--- src/rtl/bitwise_unit.sv ---
// Bitwise ALU with optional result chaining, feeding a small FIFO output buffer.
// Outputs are driven from registered state only; results appear one edge after accept.
module bitwise_unit #(
    parameter int WIDTH = 32,
    parameter int DEPTH = 2
) (
    input  logic                       clock,
    input  logic                       reset,
    input  logic                       in_valid,
    output logic                       in_ready,
    input  logic [2:0]                 in_op,
    input  logic                       in_chain,
    input  logic [WIDTH-1:0]           in_a,
    input  logic [WIDTH-1:0]           in_b,
    output logic                       out_valid,
    input  logic                       out_ready,
    output logic [WIDTH-1:0]           out_result,
    output logic                       out_zero,
    output logic                       out_ones,
    output logic [$clog2(DEPTH+1)-1:0] out_count
);
    localparam int CW = $clog2(DEPTH+1);
    localparam int PW = (DEPTH > 1) ? $clog2(DEPTH) : 1;
    localparam logic [CW-1:0] LP_DEPTH = CW'(DEPTH);
    localparam logic [PW-1:0] LP_LAST  = PW'(DEPTH-1);

    logic [WIDTH-1:0] r_mem [DEPTH];
    logic [PW-1:0]    r_wptr;
    logic [PW-1:0]    r_rptr;
    logic [CW-1:0]    r_count;
    logic [WIDTH-1:0] r_chain;
    logic             r_run;

    logic             w_push;
    logic             w_pop;
    logic [WIDTH-1:0] w_a;
    logic [WIDTH-1:0] w_res;
    logic [WIDTH-1:0] w_head;

    // r_run holds in_ready low through reset and for the release cycle
    assign in_ready  = r_run && (r_count < LP_DEPTH);
    assign out_valid = (r_count != '0);
    assign w_push    = in_valid && in_ready;
    assign w_pop     = out_valid && out_ready;
    assign w_a       = in_chain ? r_chain : in_a;
    assign w_head    = r_mem[r_rptr];

    always_comb begin
        w_res = w_a;
        case (in_op)
            3'b000:  w_res = w_a & in_b;
            3'b001:  w_res = w_a | in_b;
            3'b010:  w_res = w_a ^ in_b;
            3'b011:  w_res = ~(w_a & in_b);
            3'b100:  w_res = ~(w_a | in_b);
            3'b101:  w_res = ~(w_a ^ in_b);
            3'b110:  w_res = w_a & ~in_b;
            default: w_res = w_a;
        endcase
    end

    assign out_result = out_valid ? w_head : '0;
    assign out_zero   = out_valid && (w_head == '0);
    assign out_ones   = out_valid && (&w_head);
    assign out_count  = r_count;

    always_ff @(posedge clock or negedge reset) begin
        if (!reset) begin
            r_run   <= 1'b0;
            r_wptr  <= '0;
            r_rptr  <= '0;
            r_count <= '0;
            r_chain <= '0;
            for (int i = 0; i < DEPTH; i++) r_mem[i] <= '0;
        end else begin
            r_run <= 1'b1;
            if (w_push) begin
                r_mem[r_wptr] <= w_res;
                r_chain       <= w_res;
                r_wptr        <= (r_wptr == LP_LAST) ? '0 : r_wptr + 1'b1;
            end
            if (w_pop) begin
                r_rptr <= (r_rptr == LP_LAST) ? '0 : r_rptr + 1'b1;
            end
            case ({w_push, w_pop})
                2'b10:   r_count <= r_count + 1'b1;
                2'b01:   r_count <= r_count - 1'b1;
                default: r_count <= r_count;
            endcase
        end
    end
endmodule

--- config.mk ---
export PLATFORM = sky130hd
export DESIGN_NAME = bitwise_unit
export DESIGN_NICKNAME = d
export VERILOG_FILES = /design/src/rtl/bitwise_unit.sv
export SDC_FILE = /design/constraint.sdc
export NUM_CORES = 1
export LEC_CHECK = 0
export BUFFER_PORTS_ARGS = -buffer_cell sky130_fd_sc_hd__buf_2
export CORE_MARGIN = 3
export CORE_UTILIZATION = 45
export CTS_CLUSTER_DIAMETER = 80
export CTS_CLUSTER_SIZE = 25
export DETAILED_ROUTE_END_ITERATION = 6
export GPL_ROUTABILITY_DRIVEN = 0
export HOLD_SLACK_MARGIN = 0.1
export PLACE_DENSITY = 0.66
export RECOVER_POWER = 50
export SYNTH_ARGS = -nofsm -noshare
export SYNTH_HDL_FRONTEND = slang
export SYNTH_SLANG_ARGS = --single-unit
export TNS_END_PERCENT = 10
--- constraint.sdc ---
create_clock -name clock -period 2 [get_ports clock]
set_input_delay 0.2 -clock clock [delete_from_list [all_inputs] [get_ports clock]]
set_output_delay 0.2 -clock clock [all_outputs]
set_load 0.02 [all_outputs]
## Yosys cells after proc, flatten, opt, wreduce, memory -nomap -nowiden

Index checks and enable logic that the tools add are counted.

| word-level totals | value |
|---|---|
| memory bits (read-only) | 0 |
| bits of input ports | 72 |
| memories | 0 |
| output and inout port bits | 38 |
| logic and storage cells | 56 |
| RAM bits | 0 |
| flip-flop bits (word level) | 101 |
| bits in latches | 0 |

| operators by class | value |
|---|---|
| $add $sub $neg | 4 |
| order comparisons | 4 |
| multiplexer cells | 12 |
| equal/unequal tests | 8 |
| bitwise gates (word level) | 10 |
| shift-type cells | 0 |
| reduce and logical (&&, ||, !) cells | 11 |
| multipliers | 0 |
| divide/modulo/power cells | 0 |

Operators by type and width:

| kind | number |
|---|---|
| $pmux W32 S7 | 1 |
| $mux W32 | 6 |
| $not A32 Y32 | 4 |
| $and A32 B32 Y32 | 2 |
| $bwmux W64 | 1 |
| $demux W32 S1 | 1 |
| $logic_not A32 Y1 | 1 |
| $or A32 B32 Y32 | 1 |
| $reduce_and A32 Y1 | 1 |
| $xor A32 B32 Y32 | 1 |
| $eq A3 B3 Y1 const B | 3 |
| $eq A3 B2 Y1 const B | 2 |
| $logic_and A1 B1 Y1 | 6 |
| $ge A2 B2 Y1 const B | 2 |
| $not A1 Y2 | 2 |
| $pmux W2 S2 | 1 |
| $reduce_bool A2 Y1 | 2 |
| $eq A3 B1 Y1 const B | 1 |
| $logic_not A3 Y1 | 1 |
| $add A1 B1 Y1 const B | 2 |
| $add A2 B1 Y2 const B | 1 |
| $eq A2 B1 Y1 const B | 1 |
| $eq A2 B2 Y1 const B | 1 |
| $lt A2 B1 Y1 const B | 1 |
| other kinds (3) | 4 |

## Depth between registers and ports, before layout

Gate-level depths: netlist of the first run.

| logic depth | value |
|---|---|
| depth in word-level cells | 6 |
| depth in mapped cells | 10 |
| depth with buffers taken out | 8 |

## Worst setup path before layout of the first run

Ideal clock, no wire load.

| timing path | value |
|---|---|
| kind | input -> register |
| from | input in_chain |
| to | register r_mem[28] (netlist bit) |
| path buffers | 2 |
| required time | 1860 ps |
| library setup time | 140 ps |
| setup slack | -69 ps |
| data arrival time | 1929 ps |
| cell stages on the path | 7 |
| path through | buf_2 > buf_2 > mux2_2 > ha_1 > o32a_1 > a222oi_1 > o31ai_1 |

| on the way | value |
|---|---|
| cells in the longest elaborated chain, start to end | 5 |
| elaborated cells between the ends (all ways) | 10 |
| those cells by class | mux: 3; bitwise: 7 |

Ends and longest elaborated chain:

| what | line | source |
|---|---|---|
| from (decl) | 12 | `input logic in_chain,` |
| $mux W32 (*) | 45 | `assign w_a = in_chain ? r_chain : in_a;` |
| $xor A32 B32 Y32, or another cell as far along | 53, 56 |  |
| $not A32 Y32 (on tied branches) | 56, 54, 55 |  |
| $pmux W32 S7 (*) | 50 | `case (in_op)` |
| $bwmux W64 (*) | 78 | `r_mem[r_wptr] <= w_res;` |
| to (signal, indexed assignment) | 78 |  |
| to (decl) | 27 | `logic [WIDTH-1:0] r_mem [DEPTH];` |

Mark *: on every way between the ends. The rest lies on a longest branch, timed or not.
A chain may end at the register's enable or synchronous reset.

## Final worst setup path of the first run

| timing path | value |
|---|---|
| from | register r_rptr |
| to | output out_ones |

| on the way | value |
|---|---|
| cells in the longest elaborated chain, start to end | 6 |

Ends and longest elaborated chain:

| what | line | source |
|---|---|---|
| from (decl) | 29 | `logic [PW-1:0] r_rptr;` |
| from (signal assigned) | 83 | `r_rptr <= (r_rptr == LP_LAST) ? '0 : r_rptr + 1'b1;` |
| $not A1 Y2 (implied by the code) | 46 | `assign w_head = r_mem[r_rptr];` |
| $mux W32 (implied by the code) (3 in series) | 46 |  |
| $reduce_and A32 Y1 | 64 | `assign out_ones = out_valid && (&w_head);` |
| $logic_and A1 B1 Y1 | 64 |  |
| to (decl) | 19 | `output logic out_ones,` |

No other way between the ends. The select of a mux whose other input is x is not followed.

==> results of run 1 <==
==> critical path, cell delays in order (launching register included) <==
cell       delay, ns
dfrtp_2         0.49
buf_4           0.17
buf_12          0.13
buf_4           0.12
mux2i_1         0.11
nor2_1          0.19
o2111ai_1       0.14
nor2_1          0.15
buf_4           0.16
==> metal layers <==
metal	vias to the layer above	wire length, µm
met1	3685	11400
met3	53	1360
met4	0	804
met2	285	10800
li1	3846	-
met5	-	0
==> power breakdown <==
group / total [mW] / internal (mW) / switching [mW]
Clock: 1.81 / 0.983 / 0.831
Combinational: 6.56 / 2.89 / 3.68
Sequential: 4.00 / 3.02 / 0.984
Total: 12.4 / 6.89 / 5.49
==> kinds of logic (layout without fill, tap and decap cells) <==
group / count (synthesis) / after routing
AO/OA/AOI/OAI: 282 / 282
AND/OR/NAND/NOR: 267 / 267
buffers and inverters: 165 / 327
flip-flops: 101 / 101
adder cells (fa/ha/maj): 97 / 97
multiplexers: 87 / 87
XOR/XNOR: 4 / 4
other: 1 / 1
==> worst paths after layout <==
kind,depth (start not counted),start,slack (ns),endpoint
min in group asynchronous,2,reset,0.75,r_mem[55]$_DFFE_PN0P_
max in group asynchronous,3,reset,0.22,r_wptr$_DFFE_PN0N_
min,3,out_ready,0.23,r_rptr$_DFFE_PN0P_
max,8,r_rptr$_DFFE_PN0P_,-0.21,out_ones
min reg2reg,2,r_chain[26]$_DFFE_PN0N_,0.49,r_chain[26]$_DFFE_PN0N_
max reg2reg,6,r_chain[28]$_DFFE_PN0N_,0.06,r_chain[28]$_DFFE_PN0N_
==> repair_timing <==
action | in CTS | in global routing
hold buffers | 1 | 0
buffers inserted | 1 | 8
pin swaps | 5 | 6
gates resized for setup | 9 | 32
cloned | 0 | 1
setup endpoints to repair | 2 | 38
endpoints found under the hold margin | 23 | 0
==> area by class of cell <==
| type | instances | area, µm² |
|---|---|---|
| clock buffer | 10 | 229 |
| clock inverter | 6 | 70.1 |
| fill | 1651 | 7480 |
| inverter | 91 | 342 |
| multi-input combinational | 738 | 5210 |
| sequential | 101 | 2530 |
| tap | 225 | 282 |
| timing repair buffer | 220 | 1520 |
==> Yosys cell counts (3+ instances only) <==
cell type / n
nor2_1: 64
nand3_1: 38
buf_2: 31
o22ai_1: 25
mux2_2: 24
o21ai_0: 99
buf_4: 5
nand2b_1: 11
nand2_1: 114
a22o_1: 4
o211ai_1: 3
a311oi_1: 5
nor3_1: 5
mux2i_1: 63
nor4_1: 9
or2_2: 6
ha_1: 97
a21oi_1: 51
clkbuf_1: 36
o31ai_1: 20
a211oi_1: 8
nand4_1: 6
nor2b_1: 4
dfrtp_1: 101
or4_1: 3
a22oi_1: 21
inv_1: 90
o21ai_1: 14
a221oi_1: 21
==> layout by cell type (no fill, tap or decap), drive strengths merged, types with 3 or more instances in the layout <==
master  count
a311oi      5
o21ai     113
dfrtp     101
inv        93
a221oi     21
nand3      38
nor2       64
a22o        4
mux2i      63
a211oi      8
nor4       10
nand4       6
o31ai      20
or4         3
nand2b     11
o211ai      3
clkbuf     17
nor2b       5
a22oi      21
ha         97
nor3        5
nand2     114
mux2       24
a21oi      51
buf       212
o22ai      25
or2         6
==> metrics by stage <==
step,instance area [µm²],util
3_3_place_gp,9630,0.545
4_1_cts,9990,0.566
3_5_place_dp,9630,0.545
6_report,10200,0.577
5_1_grt,10200,0.577
2_1_floorplan,8280,-
==> state kept, by name, summed over array words and instances, names as in the netlist <==
register   flops
out_count      2
r_chain       32
r_mem         64
r_rptr         1
r_run          1
r_wptr         1
==> results by group, run 1 <==
Run status
  • Status: finished, violations left
  • Failing checks: max-capacitance violations, max-slew violations, negative setup slack

Drt
  • Post-DRT Antenna Nets: 0
  • Drt via density: 5.66
  • Iteration count of the initial detailed-routing pass: 7
  • DR vias: 7869
  • Initial DRC count: 666
  • Routed wire length: approximately 24000 µm
  • Drt wl/cell: between 15 and 20 µm
  • # DRC: 0

Finish
  • Diode count: 0
  • Nets: 1330
  • Post-route insts no fill: approximately 1400
  • Share of cells above drive strength 1: 0.248
  • Layout area overhead: 23.0%

Global route
  • Global Route Usage Sum: 0.241
  • Overflow after GRT: 0
  • M2 GR Usage: 0.359
  • Largest net degree at the start of global routing: 66
  • Antenna violations before repair: 0
  • First-pass GRT wire length: slightly below 40000 µm
  • Met3 GRT Util: 0.0297
  • Met1 GRT Util: 0.357
  • Busiest layer in global routing: met2
  • Vias in the first global route: ~7300

Synthesis
  • Largest family of logic cells by synthesized area: compound AO/OA/AOI/OAI gates
  • Post-synthesis mux area share: 0.109
  • Main synth FF type: dfrtp_1
  • Yosys cell types: 48
  • Post-synth top area share: 0.305
  • Ys async rst share: 1.00
  • Adder-cell share of the synthesized area: 0.147
  • Avg Cell Area, Syn: 8.25 µm²
  • Post-Synth Simple-Gate Area: 0.144
  • Post-Synth XOR/XNOR Area: 0.00423
  • Post-synthesis cell count: approximately 1000
  • Flops & latches, synth: approximately 100
  • Yosys top cell by area: dfrtp_1
  • Post-synthesis compound-gate area fraction: 0.208
  • Synth area leaders: dfrtp_1 31%, ha_1 15%, mux2i_1 7.6%
  • Post-synthesis sequential area ratio: 0.305
  • Syn nets: between 1000 and 1500
  • Post-synth EDFFs: 0
  • YS warnings: 0
  • Post-Syn Area: approximately 8300 µm²

STA
  • Setup Total Neg Slack: -0.388 ns
  • Worst Clk Skew: 0.00538 ns
  • Finish-stage setup viols: 2
  • Max_slew headroom: -0.0197
  • RSZ-0062 raised after global routing: true
  • Fin crit share: 1.11
  • WHS: ~0.23 ns
  • Final min period: about 2.2 ns
  • Slew @ Worst Pin: about 1.5 ns
  • Max-slew violations: 26
  • Final Hold Fails: 0
  • Fmax: about 450 MHz
  • Final Worst Setup Slack: -0.215 ns

Critical path
  • Worst EP required: ~1.8 ns
  • Worst endpoint data arrival time: roughly 2 ns
  • Worst-path maximum fanout: 9
  • CP Capture Type: primary output
  • Crit path kind: reg2out
  • Startpoint types: register

Floorplanning
  • Core box area: approximately 18000 µm²
  • Row cnt: 48
  • Die ar.: 20100 µm²
  • Die width: 142 µm
  • IO Pins: between 100 and 150
  • Initial core utilization: 0.469
  • Die height: ~140 µm

Placed design
  • Post-DP HPWL: around 18000 µm
  • PortBufs: between 100 and 150
  • Inst Count DP: approximately 1400
  • Pre-CTS WS: -0.194 ns

Clock tree
  • Clock transition at the registers of the reported paths: 0.07 ns
  • Clk sink count: 101
  • Htree depth: 3
  • Root Buffer: clkbuf_16
  • Max Buffers Root-to-Sink: 2
  • CTS tree: built
  • CTS buffer count: 9
  • Clock latency on the worst-skew pair: 0.36 ns

Power and ir drop
  • Maximum VDD drop: 1.17 mV
  • Tot Pwr: roughly 12 mW
  • Leakage power: slightly above 5 nW
  • Pwr Density: approximately 1200 nW/µm²

Run
  • Total of max-cap violations: 1

Hold path
  • Hold Path Class: in2reg
Note: power is estimated with default switching activity, not from simulation.
==> run 2, diff against run 1 <==
clock period = 2.6 ns   (was 2 ns; I/O delays follow)
==> run 2 against run 1 <==
Compared with the run above:
- the flow now finishes without violations
- non-clock buffer count is 79 lower
- core utilization is 4.7 points lower
- count of clock-buffer cells in the layout stayed put
- clock skew is 0.0038 ns higher
- sequential share of layout area is 2.2 points higher
- combinational power is 38% lower
- setup slack better by 0.33 ns
- first-iteration DRC count is 21% lower
- final cell count is 5.7% lower
- register-to-register slack better by 0.55 ns
- worst hold slack better by 0.039 ns
- global-route usage is 1.7 points lower
- critical endpoint unchanged
==> results by group, run 2 (synthesized netlist as in run 1, its figures left out) <==
Drt
  • Post-DRT Antenna Nets: 0 (unchanged)
  • DR vias: 7485 (was 7869)
  • # DRC: 0 (unchanged)
  • Iteration count of the initial detailed-routing pass: 5 (was 7)
  • Drt wl/cell: 17.3 µm (was 17.6 µm)
  • Drt via density: 5.71 (was 5.66)
  • Routed wire length: 22700 µm (was 24400 µm)
  • Initial DRC count: 524 (was 666)

Critical path
  • Reg2Reg Capture Point: r_mem[46]$_DFFE_PN0P_ (was r_chain[28]$_DFFE_PN0N_)
  • WP buf/inv: 2 (was 4)
  • Cells along the critical path: buf_4, nand2_1, or2_2, o21ai_0, nand4_1, nor2_1, buf_2 (was buf_4, buf_12, buf_4, mux2i_1, nor2_1, o2111ai_1, nor2_1, buf_4)
  • Reg2Reg Launch Point: r_chain[14]$_DFFE_PN0N_ (was r_chain[28]$_DFFE_PN0N_)
  • FF-to-FF setup slack: 0.61 ns (was 0.06 ns)
  • R2R depth: 6 (unchanged)
  • Worst-path maximum fanout: 35 (was 9)
  • Startpoint types: register (unchanged)
  • Worst EP required: 2.34 ns (was 1.80 ns)
  • Crit path kind: reg2out (unchanged)
  • Max incr delay on CP: 0.42 ns (was 0.49 ns)
  • Worst endpoint data arrival time: 2.22 ns (was 2.01 ns)
  • CP Capture Type: primary output (unchanged)
  • Worst path slowest cell: buf_4 (was dfrtp_2)
  • Crit-path leading delay family: simple AND/OR/NAND/NOR gates (was buffers and inverters)

Clock tree
  • Clock latency on the worst-skew pair: 0.35 ns (was 0.36 ns)
  • Htree depth: 3 (unchanged)
  • Hold Buf Count CTS: 1 (unchanged)
  • Clock transition at the registers of the reported paths: 0.08 ns (was 0.07 ns)
  • CTS tree: built (unchanged)
  • Max Buffers Root-to-Sink: 2 (unchanged)
  • Clk sink count: 101 (unchanged)
  • CTS buffer count: 9 (unchanged)
  • Post-CTS setup buffers: 0 (was 1)
  • Post-CTS resize count: 0 (was 9)
  • Root Buffer: clkbuf_16 (unchanged)

STA
  • RSZ-0062 raised after global routing: false (was true)
  • Finish-stage setup viols: 0 (was 2)
  • Fin crit share: 0.955
  • Worst Clk Skew: 0.00915 ns (was 0.00538 ns)
  • Final Hold Fails: 0 (unchanged)
  • Max_slew headroom: 0.280 (was -0.0197)
  • Setup Total Neg Slack: 0 ns (was -0.388 ns)
  • Max-slew violations: 0 (was 26)
  • Final min period: between 2 and 2.5 ns
  • Fmax: just over 400 MHz
  • Slew @ Worst Pin: 1.08 ns (was 1.53 ns)

Finish
  • Most flops, register: r_mem (unchanged)
  • Commonest non-fill, non-tap cell in the layout: nand2_1 (unchanged)
  • Max reg flops: 64 (unchanged)
  • Most frequent cells in the layout: 113 x nand2_1, 100 x dfrtp_1, 99 x o21ai_0, 99 x buf_2, 97 x ha_1 (was 113 x nand2_1, 102 x buf_2, 100 x dfrtp_1, 100 x buf_4, 97 x ha_1)
  • Nets: 1251 (was 1330)
  • Fillers: 1674 (was 1651)
  • Layout area overhead: 12.8% (was 23.0%)
  • Share of cells above drive strength 1: 0.166 (was 0.248)
  • Diode count: 0 (unchanged)
  • Fin util: 0.529 (was 0.577)

Placed design
  • PortBufs: 109 (unchanged)
  • Post-DP HPWL: 16900 µm (was 18300 µm)

Floorplanning
  • Die ar.: 20100 µm² (unchanged)
  • Die width: 142 µm (unchanged)
  • Initial core utilization: 0.469 (unchanged)
  • IO Pins: 110 (unchanged)
  • Die height: 142 µm (unchanged)
  • Row cnt: 48 (unchanged)
  • Core box area: 17700 µm² (unchanged)

Power and ir drop
  • Maximum VDD drop: 0.775 mV (was 1.17 mV)
  • Leakage power: 4.65 nW (was 5.12 nW)
  • Pwr Density: 912 nW/µm² (was 1220 nW/µm²)

Hold path
  • Hold Path Class: in2reg (unchanged)
  • Hold Path End: r_mem[14]$_DFFE_PN0P_ (was r_rptr$_DFFE_PN0P_)
  • Min-Delay Path Depth: 3 (unchanged)
  • Hold Crit Start: in_valid (was out_ready)

Global route
  • Antenna violations before repair: 0 (unchanged)
  • Largest net degree at the start of global routing: 66 (unchanged)
  • Overflow after GRT: 0 (unchanged)
  • Vias in the first global route: 6978 (was 7341)
  • First-pass GRT wire length: 36800 µm (was 38800 µm)
  • Global Route Usage Sum: 0.225 (was 0.241)

Run
  • Total of max-cap violations: 0 (was 1)

Run status
  • Status: finished clean (was finished, violations left)
-- run 2: cell count changes in the layout (fill, tap and decap cells not counted), sizes merged --
cell / delta
buf: -83
bufinv: -1
clkbuf: +4
clkinvlp: -1
inv: +2
-- run 2: routing by layer --
layer	up-vias	GRT usage	routed length, µm
met4	0	0.0576	323
met5	-	0	0
met3	26	0.0290	1480
met1	3517	0.344	11200
met2	259	0.334	9670
li1	3683	-	-
-- run 2: per-stage QoR --
step | worst slack, ns | hold WS, ns | instances | area (µm²) | total power, mW
after floorplan | 0.471 | -0.0356 | 1004 | 8280 | 5.83
after global placement | 0.303 | 0.286 | 1295 | 9070 | 7.13
after detailed placement | 0.257 | 0.291 | 1295 | 9070 | 7.22
after CTS | 0.151 | 0.259 | 1312 | 9370 | 8.54
after global routing | 0.0188 | 0.281 | 1312 | 9340 | 9.21
final | 0.117 | 0.269 | 1312 | 9340 | 8.52
-- run 2: layout make-up --
type,count,area [µm²],area share
multi-input cells,738,5070,0.543
flip-flops and latches,101,2530,0.271
repair buffers,141,836,0.0894
inverters,91,342,0.0366
well taps,225,282,0.0301
clock buffers,10,229,0.0245
clock inverters,6,53.8,0.00576
-- run 2: tightest hold or removal path: cells and delay by family --
kind	cells	cell delay, ns
simple gates	1	0.13
buf+inv	1	0.12
compound gates	1	0.08
-- run 2: worst max path at each step --
stage                                startpoint                     to  slack [ns]  cells past startpoint
after global placement                 in_chain  r_mem[56]$_DFFE_PN0P_        0.30                     11
after detailed placement               in_chain  r_mem[56]$_DFFE_PN0P_        0.26                     11
after CTS                 r_mem[29]$_DFFE_PN0P_               out_zero        0.15                      5
after global routing         r_rptr$_DFFE_PN0P_               out_ones        0.02                      7
final                        r_rptr$_DFFE_PN0P_               out_ones        0.12                      7
after floorplan                        in_chain  r_mem[28]$_DFFE_PN0P_        0.47                      7
-- run 2: where the power goes --
part | switching [mW] | total [mW] | internal (mW) | leakage [nW]
clock network | 0.646 | 1.32 | 0.670 | 0.136
logic | 2.51 | 4.08 | 1.58 | 3.26
registers | 0.802 | 3.13 | 2.32 | 1.26
total | 3.95 | 8.52 | 4.57 | 4.65
==> run 3, diff against run 2 <==
--- a/constraint.sdc
+++ b/constraint.sdc
@@ -3,2 +3,2 @@
 set_output_delay 0.26 -clock clock [all_outputs]
-set_load 0.02 [all_outputs]
+set_load 0.005 [all_outputs]
==> run 3 against run 2 <==
Compared with the run above:
- largest power group unchanged
- sequential power about the same
- sequential cell count unchanged
- clock skew down 0.0017 ns
- register-to-register slack got worse by 0.06 ns
- core utilization fell by 0.057 points
- first-iteration DRC count rose by 11%
==> results by group, run 3 (synthesized netlist as in run 1, its figures left out) <==
Drt
  • Drt wl/cell: 17.3 µm (about the same)
  • Met3 WL post-DR: 1480 µm (about the same)
  • Routed wire length: 22600 µm (was 22700 µm)
  • Drt via density: 5.72 (was 5.71)
  • Top Layer Used: met4 (unchanged)
  • Initial DRC count: 584 (was 524)
  • Post-DRT Antenna Nets: 0 (unchanged)
  • # DRC: 0 (unchanged)
  • Metal-1 WL: 11100 µm (was 11200 µm)
  • Met2 wire len: 9640 µm (was 9670 µm)
  • Iteration count of the initial detailed-routing pass: 5 (unchanged)
  • DR vias: 7481 (was 7485)

Finish
  • Share of cells above drive strength 1: 0.168 (was 0.166)
  • Most flops, register: r_mem (unchanged)
  • Post-route insts no fill: 1308 (was 1312)
  • Layout area overhead: 12.7% (was 12.8%)
  • Max reg flops: 64 (unchanged)
  • Fin util: 0.529 (about the same)
  • Nets: 1247 (was 1251)
  • Sequential cell area: 2530 µm² (unchanged)
  • Commonest non-fill, non-tap cell in the layout: nand2_1 (unchanged)
  • Most frequent cells in the layout: 113 x nand2_1, 102 x buf_2, 100 x dfrtp_1 (was 113 x nand2_1, 100 x dfrtp_1, 99 x o21ai_0, 99 x buf_2, 97 x ha_1)
  • Fillers: 1673 (was 1674)
  • Multi-input logic area: 5070 µm² (unchanged)
  • Diode count: 0 (unchanged)

Critical path
  • Worst-path maximum fanout: 11 (was 35)
  • Startpoint types: register (unchanged)
  • CP Capture Type: primary output (unchanged)
  • Worst endpoint data arrival time: 2.21 ns (was 2.22 ns)
  • Crit path kind: reg2out (unchanged)
  • Worst EP required: 2.34 ns (about the same)

Floorplanning
  • IO Pins: 110 (unchanged)
  • Die width: 142 µm (unchanged)
  • Die height: 142 µm (unchanged)
  • Initial core utilization: 0.469 (unchanged)
  • Die ar.: 20100 µm² (unchanged)
  • Row cnt: 48 (unchanged)
  • Core box area: 17700 µm² (unchanged)

Run status
  • Status: finished clean (unchanged)

Clock tree
  • CTS buffer count: 9 (unchanged)
  • Max Buffers Root-to-Sink: 2 (unchanged)
  • Clock latency on the worst-skew pair: 0.36 ns (was 0.35 ns)
  • CTS tree: built (unchanged)
  • Htree depth: 3 (unchanged)
  • Clock transition at the registers of the reported paths: 0.07 ns (was 0.08 ns)
  • Clk sink count: 101 (unchanged)
  • Root Buffer: clkbuf_16 (unchanged)

STA
  • Final min period: 2.47 ns (was 2.48 ns)
  • Final Hold Fails: 0 (unchanged)
  • Slew @ Worst Pin: 1.06 ns (was 1.08 ns)
  • Setup Total Neg Slack: 0 ns (unchanged)
  • Worst Clk Skew: 0.00747 ns (was 0.00915 ns)
  • Max_slew headroom: 0.295 (was 0.280)
  • Finish-stage setup viols: 0 (unchanged)
  • Fin crit share: 0.951 (was 0.955)
  • Fmax: 405 MHz (was 403 MHz)
  • Max-slew violations: 0 (unchanged)
  • RSZ-0062 raised after global routing: false (unchanged)

Power and ir drop
  • Pwr Density: 876 nW/µm² (was 912 nW/µm²)
  • Leakage power: 4.66 nW (was 4.65 nW)
  • Maximum VDD drop: 0.703 mV (was 0.775 mV)

Placed design
  • PortBufs: 109 (unchanged)
  • Post-DP HPWL: 16400 µm (was 16900 µm)
  • Inst Count DP: 1287 (was 1295)

Hold path
  • Hold Path Class: in2reg (unchanged)

Global route
  • Vias in the first global route: 6865 (was 6978)
  • Global Route Usage Sum: 0.226 (was 0.225)
  • Antenna violations before repair: 0 (unchanged)
  • First-pass GRT wire length: 36500 µm (was 36800 µm)
  • Overflow after GRT: 0 (unchanged)
  • Largest net degree at the start of global routing: 69 (was 66)

Run
  • Total of max-cap violations: 0 (unchanged)
[run 3: cell count changes in the layout (fill, tap and decap cells not counted)]
cell / change
mux2_1: -1
clkbuf_2: +2
bufinv_16: +1
buf_2: +3
inv_8: -1
inv_6: -2
mux2_2: +1
clkinv_2: +1
clkbuf_4: +1
buf_4: -4
clkbuf_1: -5
[run 3: area by class of cell]
class | count | area share
clock inverters | 5 | 0.00643
well taps | 225 | 0.0302
multi-input cells | 738 | 0.544
clock buffers | 11 | 0.0249
inverters | 91 | 0.0366
repair buffers | 137 | 0.0874
flip-flops and latches | 101 | 0.271
[run 3: final timing paths]
check	startpoint	end	slack (ns)	cells after the start
worst min-delay path	out_ready	r_rptr$_DFFE_PN0P_	0.28	3
max in group asynchronous	reset	r_chain[29]$_DFFE_PN0N_	0.52	3
worst max-delay path	r_rptr$_DFFE_PN0P_	out_zero	0.13	5
min in group asynchronous	reset	r_mem[47]$_DFFE_PN0P_	0.55	2
worst max register to register	r_chain[19]$_DFFE_PN0N_	r_mem[51]$_DFFE_PN0P_	0.55	8
worst min register to register	r_chain[18]$_DFFE_PN0N_	r_chain[18]$_DFFE_PN0N_	0.49	2
[run 3: worst max-delay path, cell delays in order (launching register included)]
cell,delay [ns]
dfrtp_2,0.48
or4b_2,0.61
o22ai_1,0.19
o2111ai_1,0.16
nor4_2,0.26
buf_2,0.16
[run 3: per-stage QoR]
step           power [mW]  hold slack, ns  setup WS [ns]  cell area, µm²
2_1_floorplan        5.40         -0.0356          0.471            8280
3_3_place_gp         6.67           0.242          0.286            9030
3_5_place_dp         6.77           0.245          0.258            9030
4_1_cts              8.16           0.235         0.0861            9330
5_1_grt              8.89           0.305        0.00725            9330
6_report             8.18           0.277          0.128            9330
[run 3: where the power goes]
group | switching [mW] | internal [mW]
Sequential | 0.811 | 2.32
Clock | 0.619 | 0.751
Combinational | 2.07 | 1.61
Total | 3.50 | 4.69
[run 3: layer usage]
metal  global-route usage  vias up
met5                    0        -
li1                     -     3676
met3               0.0283       27
met2                0.330      278
met1                0.346     3500
met4               0.0707        0
[run 3: timing repair]
| item | CTS | global route |
|---|---|---|
| resized for setup | 0 | 0 |
| endpoints found under the hold margin | 33 | 0 |
| endpoints found under the setup margin | 0 | 1 |
| setup buffers | 0 | 4 |
| hold buffers | 1 | 0 |
